--- config.mk ---
export PLATFORM = sky130hd
export DESIGN_NAME = lane_rect_painter_flat
export DESIGN_NICKNAME = d
export VERILOG_FILES = /design/src/rtl/lane_draw_pkg.sv /design/src/rtl/lane_rect_painter_if.sv /design/src/rtl/rect_scan_counter.sv /design/src/rtl/lane_rect_painter.sv /design/src/flat_wrapper.sv
export SDC_FILE = /design/constraint.sdc
export NUM_CORES = 1
export LEC_CHECK = 0
export BUFFER_PORTS_ARGS = -buffer_cell sky130_fd_sc_hd__buf_2
export CAP_MARGIN = 25
export CELL_PAD_IN_SITES_DETAIL_PLACEMENT = 1
export CELL_PAD_IN_SITES_GLOBAL_PLACEMENT = 1
export CORE_MARGIN = 10
export CORE_UTILIZATION = 36
export DETAILED_ROUTE_END_ITERATION = 10
export GPL_ROUTABILITY_DRIVEN = 0
export GPL_TIMING_DRIVEN = 0
export PLACE_DENSITY = 0.74
export REMOVE_ABC_BUFFERS = 1
export SKIP_CTS_REPAIR_TIMING = 1
export SLEW_MARGIN = 40
export SYNTH_ARGS = -nofsm -noshare
export SYNTH_HDL_FRONTEND = slang
export SYNTH_HIERARCHICAL = 1
export SYNTH_SLANG_ARGS = --single-unit
--- constraint.sdc ---
create_clock -name Clock -period 2.55 [get_ports Clock]
set_input_delay 0.51 -clock Clock [delete_from_list [all_inputs] [get_ports Clock]]
set_output_delay 0.51 -clock Clock [all_outputs]
set_load 0.05 [all_outputs]
--- src/rtl/lane_draw_pkg.sv ---
// Shared types and defaults for the lane-based character display draw engines.
package lane_draw_pkg;

  typedef enum logic [1:0] {
    IDLE = 2'd0,
    SCAN = 2'd1,
    FIN  = 2'd2
  } draw_state_e;

  localparam logic MODE_ERASE = 1'b0;
  localparam logic MODE_PAINT = 1'b1;

  // Lane left edges, lane 0 in the LSBs.
  localparam logic [31:0] DEFAULT_POS_X = {8'd132, 8'd78, 8'd24, 8'd6};
  localparam int unsigned DEFAULT_ROW_Y = 102;

  localparam int unsigned SCREEN_W_DEF = 160;
  localparam int unsigned SCREEN_H_DEF = 120;

  // Bits needed to index n items; never less than one.
  function automatic int unsigned idx_width(input int unsigned n);
    return (n > 1) ? $clog2(n) : 1;
  endfunction

endpackage

--- src/rtl/lane_rect_painter_if.sv ---
// Request/pixel-stream bundle between the game control FSM and the rectangle painter.
interface lane_rect_painter_if #(
  parameter int unsigned X_W     = 8,
  parameter int unsigned Y_W     = 7,
  parameter int unsigned COLOR_W = 3,
  parameter int unsigned SEL_W   = 2
);
  logic               Start;
  logic [SEL_W-1:0]   PosSel;
  logic               Mode;
  logic [COLOR_W-1:0] DrawColor;
  logic               Busy;
  logic [X_W-1:0]     XOut;
  logic [Y_W-1:0]     YOut;
  logic [COLOR_W-1:0] ColorOut;
  logic               Plot;
  logic               Done;

  modport master (
    output Start, PosSel, Mode, DrawColor,
    input  Busy, XOut, YOut, ColorOut, Plot, Done
  );

  modport slave (
    input  Start, PosSel, Mode, DrawColor,
    output Busy, XOut, YOut, ColorOut, Plot, Done
  );
endinterface

--- src/rtl/rect_scan_counter.sv ---
// Raster-order (xc, yc) counter over a RECT_W x RECT_H block.
// xc/yc are the count the counter takes at the next edge, so callers can register pixels in step.
module rect_scan_counter
  import lane_draw_pkg::*;
#(
  parameter int unsigned RECT_W = 9,
  parameter int unsigned RECT_H = 5,
  localparam int unsigned XC_W  = idx_width(RECT_W),
  localparam int unsigned YC_W  = idx_width(RECT_H)
) (
  input  logic            Clock,
  input  logic            Reset,
  input  logic            clear,
  input  logic            step,
  output logic [XC_W-1:0] xc,
  output logic [YC_W-1:0] yc,
  output logic            last
);

  localparam logic [XC_W-1:0] XMax = XC_W'(RECT_W - 1);
  localparam logic [YC_W-1:0] YMax = YC_W'(RECT_H - 1);

  logic [XC_W-1:0] xc_q, xc_d;
  logic [YC_W-1:0] yc_q, yc_d;

  assign last = (xc_q == XMax) && (yc_q == YMax);

  always_comb begin
    xc_d = xc_q;
    yc_d = yc_q;
    if (clear) begin
      xc_d = '0;
      yc_d = '0;
    end else if (step) begin
      if (xc_q == XMax) begin
        xc_d = '0;
        yc_d = (yc_q == YMax) ? '0 : yc_q + 1'b1;
      end else begin
        xc_d = xc_q + 1'b1;
      end
    end
  end

  always_ff @(posedge Clock) begin
    if (!Reset) begin
      xc_q <= '0;
      yc_q <= '0;
    end else begin
      xc_q <= xc_d;
      yc_q <= yc_d;
    end
  end

  assign xc = xc_d;
  assign yc = yc_d;

endmodule

--- src/rtl/lane_rect_painter.sv ---
// Fills one lane's character cell with the background or a caller colour, one pixel per clock,
// streaming X/Y/colour/Plot to the VGA adapter and pulsing Done at the end.
module lane_rect_painter
  import lane_draw_pkg::*;
#(
  parameter int unsigned X_W      = 8,
  parameter int unsigned Y_W      = 7,
  parameter int unsigned COLOR_W  = 3,
  parameter int unsigned RECT_W   = 9,
  parameter int unsigned RECT_H   = 5,
  parameter int unsigned NUM_POS  = 4,
  parameter logic [NUM_POS*X_W-1:0] POS_X = (NUM_POS*X_W)'(DEFAULT_POS_X),
  parameter int unsigned ROW_Y    = DEFAULT_ROW_Y,
  parameter int unsigned SCREEN_W = SCREEN_W_DEF,
  parameter int unsigned SCREEN_H = SCREEN_H_DEF,
  parameter logic [COLOR_W-1:0] BG_COLOR = '1
) (
  input logic Clock,
  input logic Reset,
  lane_rect_painter_if.slave bus
);

  localparam int unsigned SEL_W = idx_width(NUM_POS);
  localparam int unsigned XC_W  = idx_width(RECT_W);
  localparam int unsigned YC_W  = idx_width(RECT_H);

  draw_state_e        state_q, state_d;
  logic [SEL_W-1:0]   sel_q, sel_n;
  logic               mode_q, mode_n;
  logic [COLOR_W-1:0] draw_q, draw_n, color_n;
  logic [X_W-1:0]     x_q;
  logic [Y_W-1:0]     y_q;
  logic [COLOR_W-1:0] c_q;
  logic               plot_q, plot_d;
  logic               accept, scan_last;
  logic [XC_W-1:0]    xc_n;
  logic [YC_W-1:0]    yc_n;
  logic [X_W:0]       x_sum;
  logic [Y_W:0]       y_sum;

  function automatic logic sel_ok(input logic [SEL_W-1:0] s);
    return {1'b0, s} < (SEL_W + 1)'(NUM_POS);
  endfunction

  function automatic logic [X_W-1:0] lane_x(input logic [SEL_W-1:0] s);
    logic [X_W-1:0] r;
    r = '0;
    for (int i = 0; i < int'(NUM_POS); i++) begin
      if (SEL_W'(i) == s) r = POS_X[i*X_W +: X_W];
    end
    return r;
  endfunction

  assign accept = (state_q == IDLE) && bus.Start;

  rect_scan_counter #(
    .RECT_W (RECT_W),
    .RECT_H (RECT_H)
  ) u_counter (
    .Clock (Clock),
    .Reset (Reset),
    .clear (accept),
    .step  (state_q == SCAN),
    .xc    (xc_n),
    .yc    (yc_n),
    .last  (scan_last)
  );

  always_comb begin
    state_d = state_q;
    unique case (state_q)
      IDLE:    if (bus.Start) state_d = SCAN;
      // An out-of-range lane spends a single blank SCAN cycle.
      SCAN:    if (!sel_ok(sel_q) || scan_last) state_d = FIN;
      FIN:     state_d = IDLE;
      default: state_d = IDLE;
    endcase
  end

  // Pixel registered now is the one presented during the next cycle.
  always_comb begin
    sel_n   = accept ? bus.PosSel    : sel_q;
    mode_n  = accept ? bus.Mode      : mode_q;
    draw_n  = accept ? bus.DrawColor : draw_q;
    color_n = (mode_n == MODE_PAINT) ? draw_n : BG_COLOR;
    x_sum   = {1'b0, lane_x(sel_n)} + (X_W + 1)'(xc_n);
    y_sum   = (Y_W + 1)'(ROW_Y) + (Y_W + 1)'(yc_n);
    plot_d  = (state_d == SCAN) && sel_ok(sel_n) &&
              (x_sum < (X_W + 1)'(SCREEN_W)) && (y_sum < (Y_W + 1)'(SCREEN_H));
  end

  always_ff @(posedge Clock) begin
    if (!Reset) begin
      state_q <= IDLE;
      sel_q   <= '0;
      mode_q  <= 1'b0;
      draw_q  <= '0;
      x_q     <= '0;
      y_q     <= '0;
      c_q     <= '0;
      plot_q  <= 1'b0;
    end else begin
      state_q <= state_d;
      plot_q  <= plot_d;
      if (accept) begin
        sel_q  <= bus.PosSel;
        mode_q <= bus.Mode;
        draw_q <= bus.DrawColor;
      end
      if (state_d == SCAN) begin
        x_q <= x_sum[X_W-1:0];
        y_q <= y_sum[Y_W-1:0];
        c_q <= color_n;
      end
    end
  end

  assign bus.Busy     = (state_q != IDLE);
  assign bus.Done     = (state_q == FIN);
  assign bus.Plot     = plot_q;
  assign bus.XOut     = x_q;
  assign bus.YOut     = y_q;
  assign bus.ColorOut = c_q;

endmodule

--- src/flat_wrapper.sv ---
// flat-port wrapper written by rule: the top's interface ports become plain ports
module lane_rect_painter_flat import lane_draw_pkg::*;
#(
  parameter int unsigned X_W      = 8,
  parameter int unsigned Y_W      = 7,
  parameter int unsigned COLOR_W  = 3,
  parameter int unsigned RECT_W   = 9,
  parameter int unsigned RECT_H   = 5,
  parameter int unsigned NUM_POS  = 4,
  parameter logic [NUM_POS*X_W-1:0] POS_X = (NUM_POS*X_W)'(DEFAULT_POS_X),
  parameter int unsigned ROW_Y    = DEFAULT_ROW_Y,
  parameter int unsigned SCREEN_W = SCREEN_W_DEF,
  parameter int unsigned SCREEN_H = SCREEN_H_DEF,
  parameter logic [COLOR_W-1:0] BG_COLOR = '1
)
  (Clock, Reset, bus_Start, bus_PosSel, bus_Mode, bus_DrawColor, bus_Busy, bus_XOut, bus_YOut, bus_ColorOut, bus_Plot, bus_Done);
  lane_rect_painter_if #(.X_W(X_W), .Y_W(Y_W), .COLOR_W(COLOR_W), .SEL_W(2)) bus_i ();
  input logic Clock;
  input logic Reset;
  input wire logic [$bits(bus_i.Start)-1:0] bus_Start;
  input wire logic [$bits(bus_i.PosSel)-1:0] bus_PosSel;
  input wire logic [$bits(bus_i.Mode)-1:0] bus_Mode;
  input wire logic [$bits(bus_i.DrawColor)-1:0] bus_DrawColor;
  output wire logic [$bits(bus_i.Busy)-1:0] bus_Busy;
  output wire logic [$bits(bus_i.XOut)-1:0] bus_XOut;
  output wire logic [$bits(bus_i.YOut)-1:0] bus_YOut;
  output wire logic [$bits(bus_i.ColorOut)-1:0] bus_ColorOut;
  output wire logic [$bits(bus_i.Plot)-1:0] bus_Plot;
  output wire logic [$bits(bus_i.Done)-1:0] bus_Done;
  assign bus_i.Start = bus_Start;
  assign bus_i.PosSel = bus_PosSel;
  assign bus_i.Mode = bus_Mode;
  assign bus_i.DrawColor = bus_DrawColor;
  assign bus_Busy = bus_i.Busy;
  assign bus_XOut = bus_i.XOut;
  assign bus_YOut = bus_i.YOut;
  assign bus_ColorOut = bus_i.ColorOut;
  assign bus_Plot = bus_i.Plot;
  assign bus_Done = bus_i.Done;
  lane_rect_painter #(.X_W(X_W), .Y_W(Y_W), .COLOR_W(COLOR_W), .RECT_W(RECT_W), .RECT_H(RECT_H), .NUM_POS(NUM_POS), .POS_X(POS_X), .ROW_Y(ROW_Y), .SCREEN_W(SCREEN_W), .SCREEN_H(SCREEN_H), .BG_COLOR(BG_COLOR)) u_core (.Clock(Clock), .Reset(Reset), .bus(bus_i));
endmodule
== Word-level counts from Yosys, hierarchy flattened ==
Index checks and enable logic that the tools add are counted.

* Add/subtract/negate cells: 4
* Multiply operators: 0
* Divide/modulo/power cells: 0
* Order comparisons: 2
* Equal/unequal tests: 8
* Shifts and indexed selects: 0
* Mux-type cells: 18
* Bitwise gates (word level): 0
* Reductions and logical operators: 7

{| class="wikitable"
|+ Operators with widths
! kind !! number
|-
| two-way mux 3 bit || 7
|-
| two-way mux 4 bit || 3
|-
| adder 8 x 4 -> 9 bit || 1
|-
| less-than comparator 9 x 8 -> 1 bit (second input constant) || 1
|-
| adder 7 x 3 -> 8 bit (first input constant) || 1
|-
| less-than comparator 8 x 7 -> 1 bit (second input constant) || 1
|-
| two-way mux 8 bit || 1
|-
| two-way mux 7 bit || 1
|-
| two-way mux 2 bit || 3
|-
| two-way mux 5 bit || 1
|-
| adder 4 x 1 -> 4 bit (second input constant) || 1
|-
| == test 2 x 1 -> 1 bit (second input constant) || 2
|-
| == test 2 bit (first input constant) || 2
|-
| == test 4 bit (second input constant) || 1
|-
| logical AND 1 bit || 4
|-
| logical NOT 2 bit || 2
|-
| one-hot mux 2 bit (2 select lines) || 1
|-
| adder 3 x 1 -> 3 bit (second input constant) || 1
|-
| == test 3 bit (second input constant) || 1
|-
| == test 1 x 2 -> 1 bit (first input constant) || 1
|-
| == test 2 bit (second input constant) || 1
|-
| nonzero test 2 bit || 1
|-
| two-way mux 1 bit || 1
|}

* Flip-flop bits (word level): 34
* Latch bits: 0
* Memory bits (writable): 0
* Bits in read-only memories: 0
* Input port bits: 9
* Output and inout port bits: 21
* Logic and storage cells: 49
* Memories kept: 0

== Longest topological paths before layout ==
Gate-level depths: netlist (run 1).

* Word-level depth: 12
* Depth in mapped cells: 11
* Mapped depth without buffers: 11

== By module ==
The synthesis (run 1) kept the hierarchy.

{| class="wikitable"
|+ Modules (own cells, without submodules)
! module !! instances !! cells an instance !! area an instance (um2) !! sequential area each (um2)
|-
| lane_rect_painter || 1 || 114 || 1158.6 || 500.5
|-
| rect_scan_counter || 1 || 53 || 435.4 || 140.1
|}

== Least setup slack after synthesis (run 1) ==
OpenSTA, ideal clock, no wires.

* Path type: flip-flop to flip-flop
* From: reg u_core.state_q[1]
* To: reg u_core.plot_q (netlist: u_core/bus.Plot)
* Setup time: 0.115 ns
* Data arrival time: 2.538 ns
* Slack: -0.103 ns
* Stages on the path, launching flop included: 11
* Buffers on the path: 0
* Clock period less this slack: 2.653 ns
* Path through: dfxtp_1 or2_2 nor2_4 mux2i_1 inv_1 ha_1 fa_1 nor2b_1 o21a_1 o21ai_0 and2_1

* Word-level cells in the longest chain between the ends: 12
* Elaborated cells between the ends (all ways): 26

{| class="wikitable"
|+ RTL lines
! element !! line !! source
|-
| start: declaration || lane_rect_painter.sv:27 || <nowiki>draw_state_e state_q, state_d;</nowiki>
|-
| start signal: assignment || lane_rect_painter.sv:103 || <nowiki>state_q <= state_d;</nowiki>
|-
| logical NOT 2 bit (*) || lane_rect_painter.sv:54 || <nowiki>assign accept = (state_q == IDLE) && bus.Start;</nowiki>
|-
| logical AND 1 bit (*) || lane_rect_painter.sv:54 ||
|-
| via u_core.accept || lane_rect_painter.sv:35 || <nowiki>logic accept, scan_last;</nowiki>
|-
| two-way mux 2 bit (*) || n/a ||
|-
| via u_core.sel_n[0] || lane_rect_painter.sv:28 || <nowiki>logic [SEL_W-1:0] sel_q, sel_n;</nowiki>
|-
| logical NOT 2 bit || lane_rect_painter.sv:49 || <nowiki>if (SEL_W'(i) == s) r = POS_X[i*X_W +: X_W];</nowiki>
|-
| two-way mux 3 bit || lane_rect_painter.sv:49 ||
|-
| two-way mux 5 bit || lane_rect_painter.sv:49 ||
|-
| two-way mux 7 bit || lane_rect_painter.sv:49 ||
|-
| two-way mux 8 bit (*) || lane_rect_painter.sv:49 ||
|-
| adder 8 x 4 -> 9 bit (*) || lane_rect_painter.sv:86 || <nowiki>x_sum = {1'b0, lane_x(sel_n)} + (X_W + 1)'(xc_n);</nowiki>
|-
| less-than comparator 9 x 8 -> 1 bit (*) || lane_rect_painter.sv:89 || <nowiki>(x_sum < (X_W + 1)'(SCREEN_W)) && (y_sum < (Y_W + 1)'(SCREEN_H));</nowiki>
|-
| logical AND 1 bit (*) || lane_rect_painter.sv:88 || <nowiki>plot_d = (state_d == SCAN) && sel_ok(sel_n) &&</nowiki>
|-
| logical AND 1 bit (*) || lane_rect_painter.sv:89 ||
|-
| end signal: assignment || lane_rect_painter.sv:104 || <nowiki>plot_q <= plot_d;</nowiki>
|-
| end: declaration || lane_rect_painter.sv:34 || <nowiki>logic plot_q, plot_d;</nowiki>
|}

Mark *: on every way through the listed nets, which the timed path passes. The rest lies on a longest branch.
A chain may end at the register's enable or synchronous reset.

== Worst setup path after layout (run 1) ==
* From: reg u_core.state_q[0]
* To: reg u_core.plot_q (netlist: u_core/bus.Plot)

Same word-level chain as after synthesis.

==> flow_summary.toml, run 1 <==
[timing]
holdWs_ns = 0.478
fin_skew_ns = 0.00417
worst_pin_slew_ns = 0.657
setup_viol = 0
slew_headroom_pct = 56.0
timing.fmax_mhz = 399
min_period_ns = 2.51
fin_crit_sh_pct = 98.3
report.final.slew_viol_count = 0
finalHoldViolCount = 0

[power]
combPwrFrac_pct = 21.7
ir_drop_v = 0.000313
p_sw_uw = 371
power.static_leakage_nw = 0.968
p_per_area_nw_per_um2 = 619
p_int_uw = 920
p_sw_share_pct = 28.8
p_clk_share_pct = 36.5
p_seq_share_pct = 41.9

[critical_path]
worstSetupStartpointType = "register"
crit_chain = "or2_4, nor2_4, mux2i_4, inv_2, ha_4, inv_2, ha_4, nor2b_4, o21a_1, o21ai_1, and2_1"
cp.required_ns = 2.77
crit_family = "simple AND/OR/NAND/NOR gates"
crit_slowest_cell = "dfxtp_4"
crit_fanout = 6
cp-end-kind = "register"
cp_num_buf_inv = 2
crit_type = "reg2reg"
critPathArrivalTime_ns = 2.72
crit_path_max_incr_delay_ns = 0.35

[cells_and_area]
drive_above_1_share_pct = 33.6
antenna_cells = 0
final_core_util_pct = 48.2
layout_common_cells = "dfxtp_1, buf_2, nor2b_1, mux2i_1, buf_4"
final_common_cell = "dfxtp_1"
syn_to_final_growth_pct = 30.8
nets = 232

[floorplanning]
die-area_um2 = 7490
rows = 24
initial_utilization_pct = 36.9
die_h_um = 86.5
io-pin-count = 30
coreArea_um2 = 4320
die_w_um = 86.5

[logic_synthesis]
synth_area_um2 = 1590
syn_area_per_cell_um2 = 9.55
synthArstFlopShare_pct = 0
synthFlopType = "dfxtp_1"
synth_top_family_by_area = "simple AND/OR/NAND/NOR gates"
synth_fa_ha_area_share_pct = 10.7
synth_edf_count = 0
ys_seq_elements = 32
yosysSeqAreaShare_pct = 40.2
synth_compound_area_share_pct = 11.8
synth_area_leader_cell = "dfxtp_1"
synth.area.top_cells = "dfxtp_1, mux2i_1, ha_1"
synth_cell_types = 32
yosys.area_share.simple_pct = 20.0
yosys_warnings = 6
syn-instance-count = 167
synth_top_area_share_pct = 40.2
synth_xor_area_share_pct = 0.549
muxShareOfSynthArea_pct = 10.7

[placed_design]
dp_hpwl_um = 2940
io_buffers = 28

[clock_network]
cts.root.buffer_cell = "clkbuf_8"
clock_path_buffers = 2
clock-sinks = 32
cts_buffers = 5
clkTransAtPathRegs_ns = 0.07
htreeDepth = 2
clkLatencyLatePin_ns = 0.28
cts_tree = "done"

[drt]
drcViolationCount = 0
wirelength_um = 4020
via_count = 1279
drt-pass1-iter-count = 4
via_per_inst = 4.86
drtIter0Drc = 24
post_drt_wl_per_cell_um = 15.3
ant_nets = 0

[global_routing]
grt_pass1_vias = 1392
grtUsageTotal_pct = 10.2
gr-usage-met3_pct = 4.13
overflow = 0
grt_max_degree = 27
met2_usage_pct = 18.7
busiest_layer = "met2"
grtUsageMet1_pct = 10.2
grt_pass1_wl_um = 6220
antenna_found_initial = 0

[job]
maxCapViolCount = 0

[run_status]
outcome = "complete, no violations"

[hold_path]
min_path_type = "reg2reg"
[kinds of logic (layout without fill, tap and decap cells)]
group,Yosys count,in the layout
AND/OR/NAND/NOR,53,53
flip-flops,32,32
AO/OA/AOI/OAI,30,30
buffers and inverters,20,64
multiplexers,17,17
adder cells (fa/ha/maj),13,13
other,1,1
XOR/XNOR,1,1
[stage by stage]
step                      power (mW)  setup TNS [ns]  area (um^2)  worst slack, ns  std cells
after global placement         0.772           -2.67         1750           -0.398        240
after detailed placement       0.787           -1.95         1780           -0.505        241
final                           1.29               0         2080           0.0439        263
after CTS                       1.27           -2.06         1880           -0.522        249
after floorplan                0.720          -0.627         1550           -0.201        160
after global routing            1.35          -0.233         2080          -0.0853        263
[registers in the layout (all words and copies together), names as in the netlist]
name	flops
u_core/bus.Plot	1
u_core/draw_q	3
u_core/u_counter/yc_q	3
u_core/bus.YOut	5
u_core/sel_q	2
u_core/state_q	2
u_core/u_counter/xc_q	4
u_core/bus.XOut	8
u_core/mode_q	1
u_core/bus.ColorOut	3
[synthesized netlist by cell type, types with 2 or more instances]
library cell,instances
buf_4,3
and3_1,2
nand2_1,7
nor2_1,12
ha_1,12
inv_1,13
dfxtp_1,32
a21oi_1,13
o211a_1,4
o21a_1,2
and2_1,2
clkbuf_1,3
nand2b_1,2
mux2i_1,17
o21ai_0,8
nor2b_1,17
nand3b_1,3
[worst register-to-register path, delay by kind of cell (launching register included)]
kind / cells / cell delay, ns
AND/OR/NAND/NOR: 4 / 0.78
AO/OA/AOI/OAI: 2 / 0.33
flip-flops: 1 / 0.35
multiplexers: 1 / 0.35
adder cells (fa/ha/maj): 2 / 0.52
buffers and inverters: 2 / 0.13
[layout make-up]
cell class / instances / area, um^2
fill: 501 / 2240
inverter: 13 / 48.8
timing repair buffer: 43 / 264
clock buffer: 6 / 72.6
multi-input combinational: 115 / 951
clock inverter: 2 / 35.0
tap: 52 / 65.1
sequential: 32 / 648
[worst paths after layout]
path / start / end / slack [ns] / cells after the start
worst max register to register: u_core/state_q[0] / u_core/bus.Plot / 0.04 / 11
worst min-delay path: u_core/bus.XOut[4] / u_core/bus.XOut[4] / 0.48 / 2
worst max-delay path: u_core/state_q[0] / u_core/bus.Plot / 0.04 / 11
worst min register to register: u_core/bus.XOut[4] / u_core/bus.XOut[4] / 0.48 / 2
[power by group through the flow]
stage          registers, mW  logic [mW]  clock network (mW)
2_1_floorplan          0.623      0.0968                   0
3_3_place_gp           0.551       0.221                   0
3_5_place_dp           0.553       0.234                   0
4_1_cts                0.542       0.235               0.489
5_1_grt                0.544       0.300               0.510
6_report               0.541       0.280               0.471
[metal layers]
layer  share of wire, %  up-vias
li1                   -      637
met1                 41      622
met2                 54       18
met3                4.5        2
met4               0.45        0
met5                  0        -
No activity file was read; power rests on OpenSTA's default activity.
==> run 2, diff against run 1 <==
==> constraint.sdc (replaced) <==
create_clock -name Clock -period 2.3 [get_ports Clock]
set_input_delay 0.23 -clock Clock [delete_from_list [all_inputs] [get_ports Clock]]
set_output_delay 0.23 -clock Clock [all_outputs]
set_load 0.05 [all_outputs]
==> flow_summary.toml, run 2 (synthesis gave the netlist of run 1 again) <==
[drt]
ant_nets = 0
wirelength_um = 4070
drt-pass1-iter-count = 4
via_count = 1282
via_per_inst = 4.82
drcViolationCount = 0
drtIter0Drc = 25
post_drt_wl_per_cell_um = 15.3

[clock_network]
clock-sinks = 32
cts_tree = "done"
clkTransAtPathRegs_ns = 0.06
cts_buffers = 5
clkLatencyLatePin_ns = 0.27
htreeDepth = 2
cts.root.buffer_cell = "clkbuf_8"
clock_path_buffers = 2

[run_status]
violations = "negative setup slack"
outcome = "complete, but fails checks"

[global_routing]
overflow = 0
grt_max_degree = 27
grt_pass1_wl_um = 6220
grtUsageTotal_pct = 10.2
grt_pass1_vias = 1392
antenna_found_initial = 0

[hold_path]
holdPathEnd = "u_core/mode_q"
holdCritStartpoint = "bus_Mode"
hold_depth = 3
min_path_type = "in2reg"

[timing]
rsz0062_at_grt = "yes"
fin_skew_ns = 0.00364
finalHoldViolCount = 0
timing.fmax_mhz = 401
min_period_ns = 2.49
fin_crit_sh_pct = 108
finalSetupTns_ns = -0.708
report.final.slew_viol_count = 0
setup_ws_ns = -0.192
setup_viol = 4

[cells_and_area]
antenna_cells = 0
stdcell_count = 266
largest_reg_flops = 8
filler_cell_count = 500
drive_above_1_share_pct = 34.6
fin_area_um2 = 2110
final_common_cell = "dfxtp_1"
layout_common_cells = "dfxtp_1, buf_2, buf_4, nor2b_1, mux2i_1"
syn_to_final_growth_pct = 32.2
nets = 235

[critical_path]
crit_family = "simple AND/OR/NAND/NOR gates"
crit_type = "reg2reg"
crit_fanout = 6
cp-end-kind = "register"
crit_slowest_cell = "dfxtp_4"
cp_num_buf_inv = 2
reg2reg_depth = 11
reg2reg_slack_ns = -0.19
critPathArrivalTime_ns = 2.71
crit_path_max_incr_delay_ns = 0.35
worstSetupStartpointType = "register"
r2r_start = "u_core/state_q[0]"
crit_chain = "or2_4, nor2_4, mux2i_4, inv_2, ha_4, inv_2, ha_4, nor2b_4, o21a_1, o21ai_1, and2_1"
cp.required_ns = 2.52
rr_endpoint = "u_core/bus.Plot"

[placed_design]
dp_cells = 241
dpl_cell_area_um2 = 1780
io_buffers = 28
dp_hpwl_um = 2940

[floorplanning]
io-pin-count = 30
die_w_um = 86.5
rows = 24
coreArea_um2 = 4320
initial_utilization_pct = 36.9
die-area_um2 = 7490
die_h_um = 86.5

[power]
ir_drop_v = 0.000347
power.static_leakage_nw = 0.982
p_per_area_nw_per_um2 = 682

[job]
maxCapViolCount = 0
## run 2: changes by cell type in the layout (fill, tap and decap cells not counted), sizes merged
| cell | before | now |
|---|---|---|
| buf | 43 | 46 |
## run 2: metrics by stage
stage	util, %	hold slack, ns	total power [mW]	worst slack [ns]
6_report	48.7	0.241	1.44	-0.192
5_1_grt	48.7	0.259	1.51	-0.335
4_1_cts	43.6	0.243	1.40	-0.772
3_5_place_dp	41.1	0.463	0.873	-0.755
3_3_place_gp	40.6	0.453	0.856	-0.626
2_1_floorplan	-	0.348	0.798	-0.451
## run 2: metal layers
layer	track usage, %	part of all wire, %	vias up
met1	10.2	41	621
met2	18.7	54	18
li1	-	-	641
met5	0	0	-
met3	4.13	4.4	2
met4	3.39	0.44	0
## run 2: worst register-to-register path: cells and delay by family, from the launching register on
kind                     cells  cell delay [ns]
AO/OA/AOI/OAI                2             0.33
buffers and inverters        2             0.13
adder cells (fa/ha/maj)      2             0.51
multiplexers                 1             0.34
AND/OR/NAND/NOR              4             0.77
flip-flops                   1             0.35
## run 2: report_power, final
group          switching (mW)  leakage, nW  internal [mW]
Sequential             0.0156        0.264          0.584
Combinational           0.196        0.662          0.119
Clock                   0.201       0.0552          0.321
## run 2: final cells by class
type	count	area (um^2)	area share [%]
clock inverter	2	35.0	1.66
multi-input combinational	115	951	45.1
sequential	32	648	30.8
inverter	13	48.8	2.32
timing repair buffer	46	287	13.6
tap	52	65.1	3.09
clock buffer	6	72.6	3.44
## run 2: how the worst max path moves through the flow
stage | from | to | slack (ns) | depth (start not counted)
2_1_floorplan | u_core/state_q[1] | u_core/bus.XOut[4] | -0.45 | 11
3_3_place_gp | u_core/state_q[0] | u_core/bus.Plot | -0.63 | 10
3_5_place_dp | u_core/state_q[0] | u_core/bus.Plot | -0.76 | 10
4_1_cts | u_core/state_q[1] | u_core/bus.Plot | -0.77 | 10
5_1_grt | u_core/state_q[0] | u_core/bus.Plot | -0.34 | 11
6_report | u_core/state_q[0] | u_core/bus.Plot | -0.19 | 11
==> run 3, diff against run 2 <==
- BUFFER_PORTS_ARGS: -buffer_cell sky130_fd_sc_hd__buf_2 -> -buffer_cell sky130_fd_sc_hd__clkbuf_2
- CORE_ASPECT_RATIO: default -> 0.75
==> flow_summary.toml, run 3 (synthesis gave the netlist of run 1 again) <==
[run_status]
outcome = "complete, but fails checks"
violations = "negative setup slack"

[power]
p_sw_uw = 440
p_int_uw = 949
p_seq_share_pct = 43.2
p_clk_share_pct = 33.0
combPwrFrac_pct = 23.8
p_per_area_nw_per_um2 = 652
ir_drop_v = 0.000270
power.static_leakage_nw = 0.984
finalPower_mw = 1.39
p_sw_share_pct = 31.7

[global_routing]
grt_pass1_vias = 1401
met2_usage_pct = 18.3
grtUsageTotal_pct = 10.5
grt_pass1_wl_um = 6630
antenna_found_initial = 0
busiest_layer = "met2"
grtUsageMet1_pct = 11.4
gr-usage-met3_pct = 3.54
overflow = 0
grt_max_degree = 27

[clock_network]
cts_buffers = 5
htreeDepth = 2
cts_tree = "done"
cts.root.buffer_cell = "clkbuf_8"
clkTransAtPathRegs_ns = 0.07
clock_path_buffers = 2
clkLatencyLatePin_ns = 0.29
clock-sinks = 32

[floorplanning]
rows = 20
initial_utilization_pct = 38.4
die_w_um = 96.8
coreArea_um2 = 4150
die-area_um2 = 7520
die_h_um = 77.6
io-pin-count = 30

[drt]
wirelength_um = 4440
post_drt_wl_per_cell_um = 16.4
drtIter0Drc = 43
ant_nets = 0
via_count = 1323
drcViolationCount = 0
drt-pass1-iter-count = 4
via_per_inst = 4.88

[hold_path]
min_path_type = "in2reg"
hold_depth = 3
holdCritStartpoint = "bus_DrawColor[1]"
holdPathEnd = "u_core/draw_q[1]"

[cells_and_area]
drive_above_1_share_pct = 36.1
filler_cell_count = 505
antenna_cells = 0
largest_reg_flops = 8
fin_area_um2 = 2130
syn_to_final_growth_pct = 33.6
layout_common_cells = "dfxtp_1, clkbuf_2, buf_4, nor2b_1, mux2i_1"
final_common_cell = "dfxtp_1"
stdcell_count = 271
nets = 237

[timing]
finalHoldViolCount = 0
setup_viol = 5
report.final.slew_viol_count = 0
rsz0062_at_grt = "yes"
holdWs_ns = 0.234
min_period_ns = 2.51
setup_ws_ns = -0.206
timing.fmax_mhz = 399
fin_skew_ns = 0.00477
fin_crit_sh_pct = 109

[critical_path]
rr_endpoint = "u_core/bus.Plot"
crit_family = "simple AND/OR/NAND/NOR gates"
reg2reg_depth = 12
cp-end-kind = "register"
crit_type = "reg2reg"
crit_fanout = 5
crit_path_max_incr_delay_ns = 0.38
worstSetupStartpointType = "register"
cp_num_buf_inv = 3
crit_slowest_cell = "fa_2"
r2r_start = "u_core/state_q[0]"
cp.required_ns = 2.49
critPathArrivalTime_ns = 2.70
crit_chain = "or2_4, nor2_4, buf_12, mux2i_4, buf_6, ha_4, inv_2, fa_2, nor2b_2, o21a_1, o21ai_1, and2_1"
reg2reg_slack_ns = -0.21

[job]
maxCapViolCount = 0

[placed_design]
dp_cells = 244
io_buffers = 28
dpl_cell_area_um2 = 1770
dp_hpwl_um = 2820
run 3: metal layers:
| metal | part of all wire [%] | vias up |
|---|---|---|
| li1 | - | 652 |
| met1 | 43 | 641 |
| met2 | 52 | 25 |
| met3 | 3.6 | 5 |
| met4 | 1.3 | 0 |
| met5 | 0 | - |
run 3: area by class of cell:
class / count / area [um^2] / share of cell area [%]
repair buffers: 47 / 307 / 14.4
well taps: 55 / 68.8 / 3.23
inverters: 13 / 51.3 / 2.41
flip-flops and latches: 32 / 648 / 30.4
clock inverters: 2 / 10.0 / 0.470
multi-input cells: 116 / 962 / 45.2
clock buffers: 6 / 82.6 / 3.88
run 3: worst min-delay path: stages:
cell	delay, ns
clkbuf_2	0.08
mux2i_1	0.08
nor2b_1	0.10
run 3: how the worst max path moves through the flow:
stage / start / endpoint / slack (ns) / depth (start not counted)
detailed placement: u_core/state_q[0] / u_core/bus.Plot / -0.80 / 10
global placement: u_core/state_q[0] / u_core/bus.Plot / -0.66 / 10
finish: u_core/state_q[0] / u_core/bus.Plot / -0.21 / 12
floorplan: u_core/state_q[1] / u_core/bus.XOut[4] / -0.45 / 11
CTS: u_core/state_q[0] / u_core/bus.Plot / -0.81 / 10
global route: u_core/state_q[0] / u_core/bus.Plot / -0.30 / 12
run 3: power groups by stage:
stage                     combinational, mW  sequential (mW)  clock, mW
final                                 0.330            0.601      0.458
after CTS                             0.254            0.602      0.472
after global placement                0.244            0.612          0
after global routing                  0.355            0.604      0.508
after detailed placement              0.253            0.615          0
after floorplan                       0.107            0.691          0
run 3: stage by stage:
stage          setup WS, ns  TNS, ns  utilization (%)
2_1_floorplan        -0.451    -1.88                -
3_3_place_gp         -0.659    -7.01             42.3
3_5_place_dp         -0.802    -3.53             42.7
4_1_cts              -0.812    -3.63             44.9
5_1_grt              -0.305    -1.06             51.3
6_report             -0.206   -0.593             51.3
